<file path="src/rtl/uart_pkg.sv">
// Shared UART definitions: transmit state encoding, default bit period, line levels.
// Imported by the transmit serializer and its baud tick generator.
package uart_pkg;

    typedef enum logic [2:0] {
        IDLE,
        FETCH,
        START,
        DATA,
        PARITY,
        STOP
    } tx_state_e;

    // 100 MHz core clock at 115200 baud.
    localparam int CLKS_PER_BIT_DEFAULT = 868;

    localparam logic IDLE_LEVEL  = 1'b1;
    localparam logic START_LEVEL = 1'b0;

endpackage

</file>
<file path="src/rtl/uart_baud_tick.sv">
// Bit-period counter: bit_end_o pulses every CLKS_PER_BIT cycles, bit_pre_end_o one cycle earlier.
// Latency: combinational decode of the count register; clear_i holds the count at zero.
module uart_baud_tick #(
    parameter int CLKS_PER_BIT = 868
) (
    input  logic clk_i,
    input  logic reset_i,
    input  logic clear_i,
    output logic bit_end_o,
    output logic bit_pre_end_o
);

    localparam int CW = (CLKS_PER_BIT > 1) ? $clog2(CLKS_PER_BIT) : 1;
    localparam logic [CW-1:0] LAST_CNT = CW'(CLKS_PER_BIT - 1);
    localparam logic [CW-1:0] PRE_CNT  = CW'(CLKS_PER_BIT - 2);

    logic [CW-1:0] cnt_q, cnt_d;

    assign bit_end_o     = (cnt_q == LAST_CNT);
    assign bit_pre_end_o = (cnt_q == PRE_CNT);

    always_comb begin
        cnt_d = cnt_q + 1'b1;
        if (clear_i || bit_end_o) begin
            cnt_d = '0;
        end
    end

    always_ff @(posedge clk_i) begin
        if (reset_i) begin
            cnt_q <= '0;
        end else begin
            cnt_q <= cnt_d;
        end
    end

endmodule

</file>
<file path="src/rtl/uart_tx_serializer.sv">
// UART transmitter: pops bytes from the FIFO read port and shifts them out LSB first (start, data, stop).
// Latency: rd_req to byte_done is 1 + (1+DATA_BITS+STOP_BITS)*CLKS_PER_BIT cycles; all outputs registered.
// Backpressure: one pop per frame, only when tx_enable && !fifo_empty; optional parity bit via UART_TX_PARITY_EN.
module uart_tx_serializer
    import uart_pkg::*;
#(
    parameter int CLKS_PER_BIT = CLKS_PER_BIT_DEFAULT,
    parameter int DATA_BITS    = 8,
    parameter int STOP_BITS    = 1
) (
    input  logic       tx_clock,
    input  logic       reset,
    input  logic       tx_enable,
    input  logic       fifo_empty,
    input  logic [7:0] fifo_data,
    output logic       fifo_rd_req,
    output logic       tx_line,
    output logic       tx_busy,
    output logic       byte_done
);

    localparam logic [2:0] LAST_BIT  = 3'(DATA_BITS - 1);
    localparam logic [0:0] STOP_LAST = 1'(STOP_BITS - 1);

    tx_state_e            state_q, state_d;
    logic [DATA_BITS-1:0] shift_q, shift_d;
    logic [2:0]           bit_idx_q, bit_idx_d;
    logic [0:0]           stop_idx_q, stop_idx_d;
    logic                 rd_req_q, rd_req_d;
    logic                 tx_line_q, tx_line_d;
    logic                 busy_q, busy_d;
    logic                 done_q, done_d;
    logic                 bit_end, bit_pre_end;
    logic                 baud_clear;
    logic                 last_stop_next;
`ifdef UART_TX_PARITY_EN
    logic                 parity_q, parity_d;
`endif

    assign baud_clear = (state_q == IDLE) || (state_q == FETCH);

    uart_baud_tick #(
        .CLKS_PER_BIT(CLKS_PER_BIT)
    ) u_baud (
        .clk_i        (tx_clock),
        .reset_i      (reset),
        .clear_i      (baud_clear),
        .bit_end_o    (bit_end),
        .bit_pre_end_o(bit_pre_end)
    );

    // Outputs are registered, so the final stop cycle is recognised one cycle ahead.
    assign last_stop_next = (state_q == STOP) && bit_pre_end && (stop_idx_q == STOP_LAST);

    always_comb begin
        state_d    = state_q;
        shift_d    = shift_q;
        bit_idx_d  = bit_idx_q;
        stop_idx_d = stop_idx_q;
        rd_req_d   = 1'b0;
`ifdef UART_TX_PARITY_EN
        parity_d   = parity_q;
`endif
        case (state_q)
            IDLE: begin
                if (rd_req_q) begin
                    state_d = FETCH;
                end else if (tx_enable && !fifo_empty) begin
                    rd_req_d = 1'b1;
                end
            end
            FETCH: begin
                shift_d = fifo_data[DATA_BITS-1:0];
`ifdef UART_TX_PARITY_EN
                parity_d = ^fifo_data[DATA_BITS-1:0];
`endif
                state_d = START;
            end
            START: begin
                if (bit_end) begin
                    state_d   = DATA;
                    bit_idx_d = '0;
                end
            end
            DATA: begin
                if (bit_end) begin
                    if (bit_idx_q == LAST_BIT) begin
`ifdef UART_TX_PARITY_EN
                        state_d = PARITY;
`else
                        state_d = STOP;
`endif
                        stop_idx_d = '0;
                    end else begin
                        bit_idx_d = bit_idx_q + 3'd1;
                        shift_d   = shift_q >> 1;
                    end
                end
            end
`ifdef UART_TX_PARITY_EN
            PARITY: begin
                if (bit_end) begin
                    state_d    = STOP;
                    stop_idx_d = '0;
                end
            end
`endif
            STOP: begin
                if (last_stop_next) begin
                    rd_req_d = tx_enable && !fifo_empty;
                end
                if (bit_end) begin
                    if (stop_idx_q == STOP_LAST) begin
                        state_d = rd_req_q ? FETCH : IDLE;
                    end else begin
                        stop_idx_d = stop_idx_q + 1'b1;
                    end
                end
            end
            default: state_d = IDLE;
        endcase

        busy_d = (state_d != IDLE);
        done_d = last_stop_next;
        case (state_d)
            START:   tx_line_d = START_LEVEL;
            DATA:    tx_line_d = shift_d[0];
`ifdef UART_TX_PARITY_EN
            PARITY:  tx_line_d = parity_d;
`endif
            default: tx_line_d = IDLE_LEVEL;
        endcase
    end

    always_ff @(posedge tx_clock) begin
        if (reset) begin
            state_q    <= IDLE;
            shift_q    <= '0;
            bit_idx_q  <= '0;
            stop_idx_q <= '0;
            rd_req_q   <= 1'b0;
            tx_line_q  <= IDLE_LEVEL;
            busy_q     <= 1'b0;
            done_q     <= 1'b0;
`ifdef UART_TX_PARITY_EN
            parity_q   <= 1'b0;
`endif
        end else begin
            state_q    <= state_d;
            shift_q    <= shift_d;
            bit_idx_q  <= bit_idx_d;
            stop_idx_q <= stop_idx_d;
            rd_req_q   <= rd_req_d;
            tx_line_q  <= tx_line_d;
            busy_q     <= busy_d;
            done_q     <= done_d;
`ifdef UART_TX_PARITY_EN
            parity_q   <= parity_d;
`endif
        end
    end

    assign fifo_rd_req = rd_req_q;
    assign tx_line     = tx_line_q;
    assign tx_busy     = busy_q;
    assign byte_done   = done_q;

endmodule
</file>
<file path="config.mk">
export PLATFORM = sky130hd
export DESIGN_NAME = uart_tx_serializer
export DESIGN_NICKNAME = d
export VERILOG_FILES = /design/src/rtl/uart_pkg.sv /design/src/rtl/uart_baud_tick.sv /design/src/rtl/uart_tx_serializer.sv
export SDC_FILE = /design/constraint.sdc
export NUM_CORES = 1
export LEC_CHECK = 0
export BUFFER_PORTS_ARGS = -buffer_cell sky130_fd_sc_hd__buf_2
export CAP_MARGIN = 10
export CORE_MARGIN = 1.5
export CORE_UTILIZATION = 51
export DETAILED_ROUTE_END_ITERATION = 16
export MAX_ROUTING_LAYER = met4
export PLACE_DENSITY_LB_ADDON = 0.12
export SLEW_MARGIN = 20
export SYNTH_ARGS = -nofsm -noshare
export SYNTH_HDL_FRONTEND = slang
export SYNTH_SLANG_ARGS = --single-unit
</file>
<file path="constraint.sdc">
create_clock -name tx_clock -period 1.7 [get_ports tx_clock]
set_input_delay 0.255 -clock tx_clock [delete_from_list [all_inputs] [get_ports tx_clock]]
set_output_delay 0.255 -clock tx_clock [all_outputs]
set_load 0.02 [all_outputs]
</file>
======== Word level (Yosys, flattened, before mapping) ========
Index checks and enable logic that the tools add are counted.
storage, ports and cells
  output and inout port bits .............. 4
  logic and storage cells ................. 68
  flip-flop bits (word level) ............. 29
operators by class
  reductions and logical operators ........ 15
  bitwise operators ....................... 1
  equality and inequality tests ........... 14
  multiplexer cells ....................... 25
  $add $sub $neg .......................... 3
operators with widths
  kind                   count
  $mux 3                 9
  $eq 10x10->1 const B   2
  $mux 8                 2
  $pmux 8 s2             1
  $pmux 3 s5             1
  $eq 3x2->1 const B     4
  $add 10x1->10 const B  1
  $mux 1                 8
  $reduce_and 4->1       2
  $eq 3x3->1 const B     2
  $ne 2x1->1 const B     3
  $pmux 1 s2             3
  $pmux 3 s2             1
  $reduce_bool 2->1      3
  $ne 2x2->1 const B     2
  $add 3x1->3 const B    1
  $eq 3x1->1 const B     1
  $logic_and 1x1->1      3
  $logic_not 3->1        1
  $reduce_and 3->1       1
  $reduce_bool 3->1      1
  $logic_or 1x1->1       2
  $reduce_or 2->1        1
  $add 1x1->1 const B    1
  other kinds (2)        2

======== Logic depth before layout (Yosys ltp) ========
Gate-level depths: netlist (run 1).
  depth after elaboration ................. 6
  mapped depth ............................ 7
  gate-level depth less buffers ........... 6

======== By module ========
Synthesis (run 1) repeated with hierarchy kept, for this count alone.
unflattened totals
  cells, all modules ...................... 156
  area, all modules ....................... 1312.5 um^2
modules (own cells, without submodules)
  module              times used  cells an instance  area an instance (um^2)
  uart_tx_serializer  1           103                840.8
  uart_baud_tick      1           53                 471.7

======== Least setup slack after synthesis (run 1) ========
No wires, ideal clock.
  path kind ............................... register -> register
  from .................................... reg u_baud.cnt_q[0]
  to ...................................... reg shift_q[3]
  required time ........................... 1.597 ns
  stages on the path, launching flop included .. 8
  slack ................................... -0.155 ns
  path buffers ............................ 2
  data arrival time ....................... 1.751 ns
  cells stage by stage .................... dfxtp_1 -> ha_1 -> clkbuf_1 -> nand4bb_1 -> nor4_4 -> buf_6 -> nor3_1 -> a2111oi_2
between the ends
  longest elaborated chain between the ends .. 3
ends and longest elaborated chain
  what                               line                       source
  start: declaration                 uart_baud_tick.sv:17       logic [CW-1:0] cnt_q, cnt_d;
  start signal: assignment           uart_baud_tick.sv:33       cnt_q <= cnt_d;
  $eq 10x10->1                       uart_baud_tick.sv:19       assign bit_end_o = (cnt_q == LAST_CNT);
  $ne 2x1->1 (no source line)        -
  $reduce_and 3->1 (no source line)  -
  end signal: assignment             uart_tx_serializer.sv:150  shift_q <= shift_d;
  end: declaration                   uart_tx_serializer.sv:26   logic [DATA_BITS-1:0] shift_q, shift_d;
Every way passes these cells.
A chain may end at the register's enable or synchronous reset.

======== Final worst setup path (run 1) ========
  from .................................... reg u_baud.cnt_q[7]
  to ...................................... reg shift_q[2]
The elaborated chain is that of the path after synthesis.

==> results of run 1 <==
[per-stage QoR]
step	power (mW)	utilization, %
final	1.06	78.7
after global routing	1.10	78.7
after CTS	1.06	73.5
after global placement	0.786	68.4
after floorplan	0.754	-
after detailed placement	0.790	68.4
[logic make-up after synthesis]
group | count (synthesis) | synth area share [%]
simple gates | 75 | 28.3
buf+inv | 14 | 4.31
mux | 1 | 0.791
fa+ha+maj | 4 | 3.52
xor+xnor | 9 | 5.54
compound gates | 35 | 18.2
flops | 28 | 39.4
[state kept, by name, summed over array words and instances, names as in the netlist]
signal	count
bit_idx_q	3
byte_done	1
fifo_rd_req	1
shift_q	8
state_q	3
tx_busy	1
tx_line	1
u_baud.cnt_q	10
[metal layers]
layer,track usage (%),share of wire (%)
met4,8.84,2.2
met1,30.0,41
met5,-,0
met2,45.2,51
met3,3.26,5.0
[power by group through the flow]
stage | combinational [mW] | sequential, mW | clock, mW
2_1_floorplan | 0.0601 | 0.694 | 0
5_1_grt | 0.125 | 0.680 | 0.294
3_5_place_dp | 0.0992 | 0.691 | 0
4_1_cts | 0.105 | 0.677 | 0.274
3_3_place_gp | 0.0954 | 0.691 | 0
6_report | 0.113 | 0.678 | 0.268
[layout make-up]
type | count | area, um2
timing repair buffer | 51 | 408
fill | 182 | 548
clock buffer | 3 | 22.5
inverter | 4 | 15.0
sequential | 28 | 567
tap | 30 | 37.5
multi-input combinational | 124 | 970
[cells in the final DEF, fill, tap and decap left out, types with 5 or more instances in the layout]
master     count
a2111oi_2      6
nor2_1        24
dfxtp_1       23
nor2b_1        5
dfxtp_2        5
o21ai_0        5
nor3_4         5
buf_2         15
buf_6          8
xnor2_1        7
a21oi_1       13
buf_4         26
nand2_1        9
nand3_1        8
[critical path, cell delays in order (launching register included)]
cell	delay (ps)
dfxtp_2	350
or4b_4	540
nor4_4	270
buf_6	150
nor3_1	60
a2111oi_2	330
[cells in the mapped netlist]
library cell,number
buf_2,1
nand2b_1,1
and4bb_2,2
and2_1,1
a2111oi_1,2
xor2_1,2
ha_1,4
o211ai_1,1
a2bb2oi_1,1
nand4b_1,1
nor4_1,1
a211oi_1,1
nor2b_1,6
buf_6,1
a2111oi_2,5
o21ai_0,5
a31oi_1,1
nand4_1,1
nand3_1,9
o2111ai_1,1
xnor2_1,7
nor2_1,24
dfxtp_1,28
and2_0,1
inv_1,4
nand2_1,11
o221a_2,1
a21oi_1,15
nor3_1,9
o21ai_1,1
or4_1,1
a211o_1,1
nor4_4,1
clkbuf_1,8
mux2_2,1
or4b_4,1
or3_1,3
nand4bb_1,1
and3_1,1
[how the worst min path moves through the flow]
stage          depth (start not counted)          from      endpoint
2_1_floorplan                          2     tx_enable   fifo_rd_req
3_3_place_gp                           2  bit_idx_q[1]  bit_idx_q[1]
3_5_place_dp                           2  bit_idx_q[2]  bit_idx_q[2]
4_1_cts                                3     tx_enable   fifo_rd_req
5_1_grt                                3     tx_enable   fifo_rd_req
6_report                               3     tx_enable   fifo_rd_req
[timing repair]
action / in CTS / in global routing
setup buffers: 5 / 5
endpoints found under the setup margin: 9 / 17
resized for setup: 12 / 21
cloned: 1 / 0
hold buffers: 0 / 0
pin swaps: 2 / 8
==> impl_metrics.json, run 1 <==
{
  "fmax_mhz": 554,
  "intPower_mw": 0.802,
  "drive_gt1_share_pct": 42.4,
  "antenna_left": 0,
  "gr-total-overflow": 0,
  "power.share.switching_pct": 24.2,
  "tightest_slew_ps": 472,
  "ys_seq_area_share_pct": 39.4,
  "rr_worst_depth": 5,
  "synth_warnings": 0,
  "r2r_slack_ps": -110,
  "clock_sinks": 28,
  "grt_max_degree": 19,
  "layoutNonFillerInstCount": 240,
  "endpoint": "shift_q[2]",
  "seqPwrFrac_pct": 64.1,
  "post-place-cells": 226,
  "worst-setup-path-type": "flip-flop to flip-flop",
  "place.gp.congestion": 0.885,
  "wire_per_inst_um": 15.8,
  "power_density_nw_per_um2": 524,
  "initial_core_util_pct": 55.5,
  "drtIter0Drc": 84,
  "timing.final.crit_share_pct": 106,
  "ios": 16,
  "finalSetupViolCount": 6,
  "synth-seq-cells": 28,
  "cp.required_ps": 1910,
  "route.detailed.drc": 0,
  "critPathMaxFanout": 4,
  "layout_setup_ws_ps": -105,
  "die_w_um": 55.8,
  "dieArea_um2": 3120,
  "antenna_found_initial": 0,
  "clk_path_buf_depth": 2,
  "rsz0062_at_grt": "yes",
  "preCtsSetupSlack_ps": -127,
  "r2r_end": "shift_q[2]",
  "yosysTopAreaCellShare_pct": 39.4,
  "tns_ps": -379,
  "area.growth.synth_to_final_pct": 41.8,
  "wirelength_um": 3780,
  "critPathArrivalTime_ps": 2020,
  "hold_ws_ps": 178,
  "first_pass_iters": 4,
  "max_slew_margin_pct": 68.6,
  "syn_inst": 166,
  "hold_class": "input pin to flip-flop",
  "outcome": "finished, violations left",
  "rows": 18,
  "detailed_place_hpwl_um": 2530,
  "p_leak_nw": 0.751,
  "vdd_ir_drop_max_mv": 0.495,
  "cts_root_buf": "clkbuf_4",
  "coreArea_um2": 2570,
  "dr_total_vias": 1442,
  "place_area_um2": 1760,
  "final_area_um2": 2020,
  "grt_first_pass_wirelength_um": 6290,
  "share_comb_of_total_power_pct": 10.7,
  "netlist_area_um2": 1420,
  "port_buffers": 15,
  "grt_pass1_vias": 1452,
  "tritoncts": "yes",
  "antennaDiodeCount": 0,
  "track_usage_pct": 25.6,
  "cts_made_buffers": 3,
  "yosysTopAreaCell": "dfxtp_1",
  "clkPwrFrac_pct": 25.3,
  "ys_types": 39,
  "r2r-start": "u_baud.cnt_q[7]",
  "htreeDepth": 1,
  "startpoint_type": "flip-flop",
  "clock_latency_ps": 320,
  "via_per_inst": 6.01,
  "syn_nets": 182,
  "clkSlewWorstSetupHoldPaths_ps": 150,
  "fin_crit_ps": 1810,
  "synthTopCellsByArea": "dfxtp_1, nor2_1, a2111oi_2",
  "die_height_um": 55.8,
  "end_kind": "flip-flop",
  "fin_skew_ps": 4.82,
  "finalMaxSlewViolations": 0,
  "maxCapViolCount": 0,
  "avgSynthCellArea_um2": 8.58,
  "failed_checks": "negative setup slack",
  "power.switching_mw": 0.256,
  "layout.nets": 228,
  "finalHoldViolations": 0,
  "setup.worst_path.start": "u_baud.cnt_q[7]"
}
No activity file was read; power rests on OpenSTA's default activity.
==> inputs of run 2 (changes only) <==
Settings changed: SETUP_SLACK_MARGIN set to 0.02.
==> run 2 against run 1 <==
  * The run still ends with negative setup slack left
  * Critical path depth unchanged
  * Non-clock buffer count shrank 1
  * First-iteration DRC count increased by 2.4%
  * Design area fell by 0.93%
  * Register-to-register slack about the same
==> impl_metrics.json, run 2 (same netlist as run 1, synthesis figures left out) <==
{
  "end_kind": "flip-flop",
  "critPathArrivalTime_ps": 2020,
  "worstHoldStart": "tx_enable",
  "tns_ps": -424,
  "fillerInstances": 182,
  "multiInputGateArea_um2": 962,
  "dr_total_vias": 1422,
  "wire_per_inst_um": 15.5,
  "gr-total-overflow": 0,
  "hold_buffers": 0,
  "die_w_um": 55.8,
  "grt_max_degree": 19,
  "clock_latency_ps": 320,
  "worst-setup-path-type": "flip-flop to flip-flop",
  "clkPwrFrac_pct": 25.7,
  "layout_setup_ws_ps": -109,
  "clkSlewWorstSetupHoldPaths_ps": 150,
  "die_height_um": 55.8,
  "wirelength_um": 3690,
  "route.detailed.drc": 0,
  "via_per_inst": 5.95,
  "layout.nets": 227,
  "hold_class": "input pin to flip-flop",
  "initial_core_util_pct": 55.5,
  "antennaDiodeCount": 0,
  "ios": 16,
  "power.share.switching_pct": 24.5,
  "timing.final.crit_share_pct": 106,
  "grt_first_pass_wirelength_um": 6350,
  "maxCapViolCount": 0,
  "grt_pass1_vias": 1446,
  "cts_made_buffers": 3,
  "largest_reg_flops": 10,
  "fin_skew_ps": 4.85,
  "finalSetupViolCount": 6,
  "cp.required_ps": 1920,
  "port_buffers": 15,
  "min_to": "fifo_rd_req",
  "detailed_place_hpwl_um": 2530,
  "grt.busiest_layer": "met2",
  "tightest_slew_ps": 455,
  "r2r-start": "u_baud.cnt_q[7]",
  "track_usage_pct": 25.9,
  "biggestRegsByFlops": "u_baud.cnt_q x10, shift_q x8",
  "hold_path_depth": 3,
  "power.switching_mw": 0.260,
  "r2r_end": "shift_q[2]",
  "intPower_mw": 0.803,
  "rows": 18,
  "fin_util_pct": 77.9,
  "cts_root_buf": "clkbuf_4",
  "finalHoldViolations": 0,
  "finalMaxSlewViolations": 0,
  "seqPwrFrac_pct": 63.8,
  "rr_worst_depth": 5,
  "clock_sinks": 28,
  "drtIter0Drc": 86,
  "grt_use_met2_pct": 46.4,
  "rsz0062_at_grt": "yes",
  "dieArea_um2": 3120,
  "drive_gt1_share_pct": 41.1,
  "p_leak_nw": 0.744,
  "critPathMaxFanout": 4,
  "max_flop_register": "u_baud.cnt_q",
  "htreeDepth": 1,
  "place_area_um2": 1760,
  "max_slew_margin_pct": 69.7,
  "layout_common_cells": "buf_4, nor2_1, dfxtp_1, buf_2, a21oi_1",
  "met1_usage_pct": 30.6,
  "clk_path_buf_depth": 2,
  "tritoncts": "yes",
  "share_comb_of_total_power_pct": 10.5,
  "fin_crit_ps": 1810,
  "final_common_cell": "buf_4",
  "register_area_um2": 567,
  "final_area_um2": 2000,
  "failed_checks": "negative setup slack",
  "power_mw": 1.06,
  "area.growth.synth_to_final_pct": 40.5,
  "preCtsSetupSlack_ps": -127,
  "startpoint_type": "flip-flop",
  "first_pass_iters": 5,
  "r2r_slack_ps": -110,
  "power_density_nw_per_um2": 531,
  "antenna_left": 0,
  "vdd_ir_drop_max_mv": 0.496,
  "antenna_found_initial": 0,
  "outcome": "finished, violations left",
  "place.gp.congestion": 0.885,
  "grtUsageMet3_pct": 2.56,
  "fmax_mhz": 553,
  "coreArea_um2": 2570
}
-- run 2: cell count changes in the layout (fill, tap and decap cells not counted), sizes merged --
cell / delta
buf: -1
-- run 2: final cells by class --
type | count | share of cell area, %
Tap cell | 30 | 1.88
Clock buffer | 3 | 1.13
Timing Repair Buffer | 50 | 19.8
Sequential cell | 28 | 28.3
Multi-Input combinational cell | 124 | 48.1
Inverter | 4 | 0.750
-- run 2: worst max-delay path by stage --
stage	to	startpoint	cells past startpoint	slack, ps
after floorplan	shift_q[3]	u_baud.cnt_q[3]	5	-3
after global placement	shift_q[5]	bit_idx_q[0]	7	-20
after detailed placement	shift_q[3]	bit_idx_q[0]	7	-130
after CTS	shift_q[3]	u_baud.cnt_q[7]	6	-100
after global routing	shift_q[2]	u_baud.cnt_q[7]	5	-210
final	shift_q[2]	u_baud.cnt_q[7]	5	-110
-- run 2: routing by layer --
layer  wire, um  up-vias
met1       1560      679
met5          0        -
li1           -      682
met2       1890       45
met4         89        0
met3        163       16
-- run 2: critical path, cell delays in order (launching register included) --
cell and delay, ps:
dfxtp_2 340, or4b_4 540, nor4_4 270, buf_6 160, nor3_1 60, a2111oi_2 330
-- run 2: power groups by stage --
stage | Combinational [mW] | Clock [mW] | Sequential, mW
final | 0.112 | 0.273 | 0.678
after CTS | 0.105 | 0.274 | 0.677
after global placement | 0.0954 | 0 | 0.691
after global routing | 0.124 | 0.296 | 0.680
after detailed placement | 0.0992 | 0 | 0.691
after floorplan | 0.0601 | 0 | 0.694
-- run 2: metrics by stage --
stage                     instances  hold WS [ps]
after CTS                       236           175
final                           239           169
after detailed placement        226           498
after global placement          226           472
after floorplan                 166           399
after global routing            239           179
-- run 2: timing repair --
| action | CTS | global route |
|---|---|---|
| resized for setup | 13 | 17 |
| gates cloned | 1 | 0 |
| endpoints found under the setup margin | 9 | 21 |
| pin swaps | 6 | 7 |
| buffers inserted | 6 | 3 |
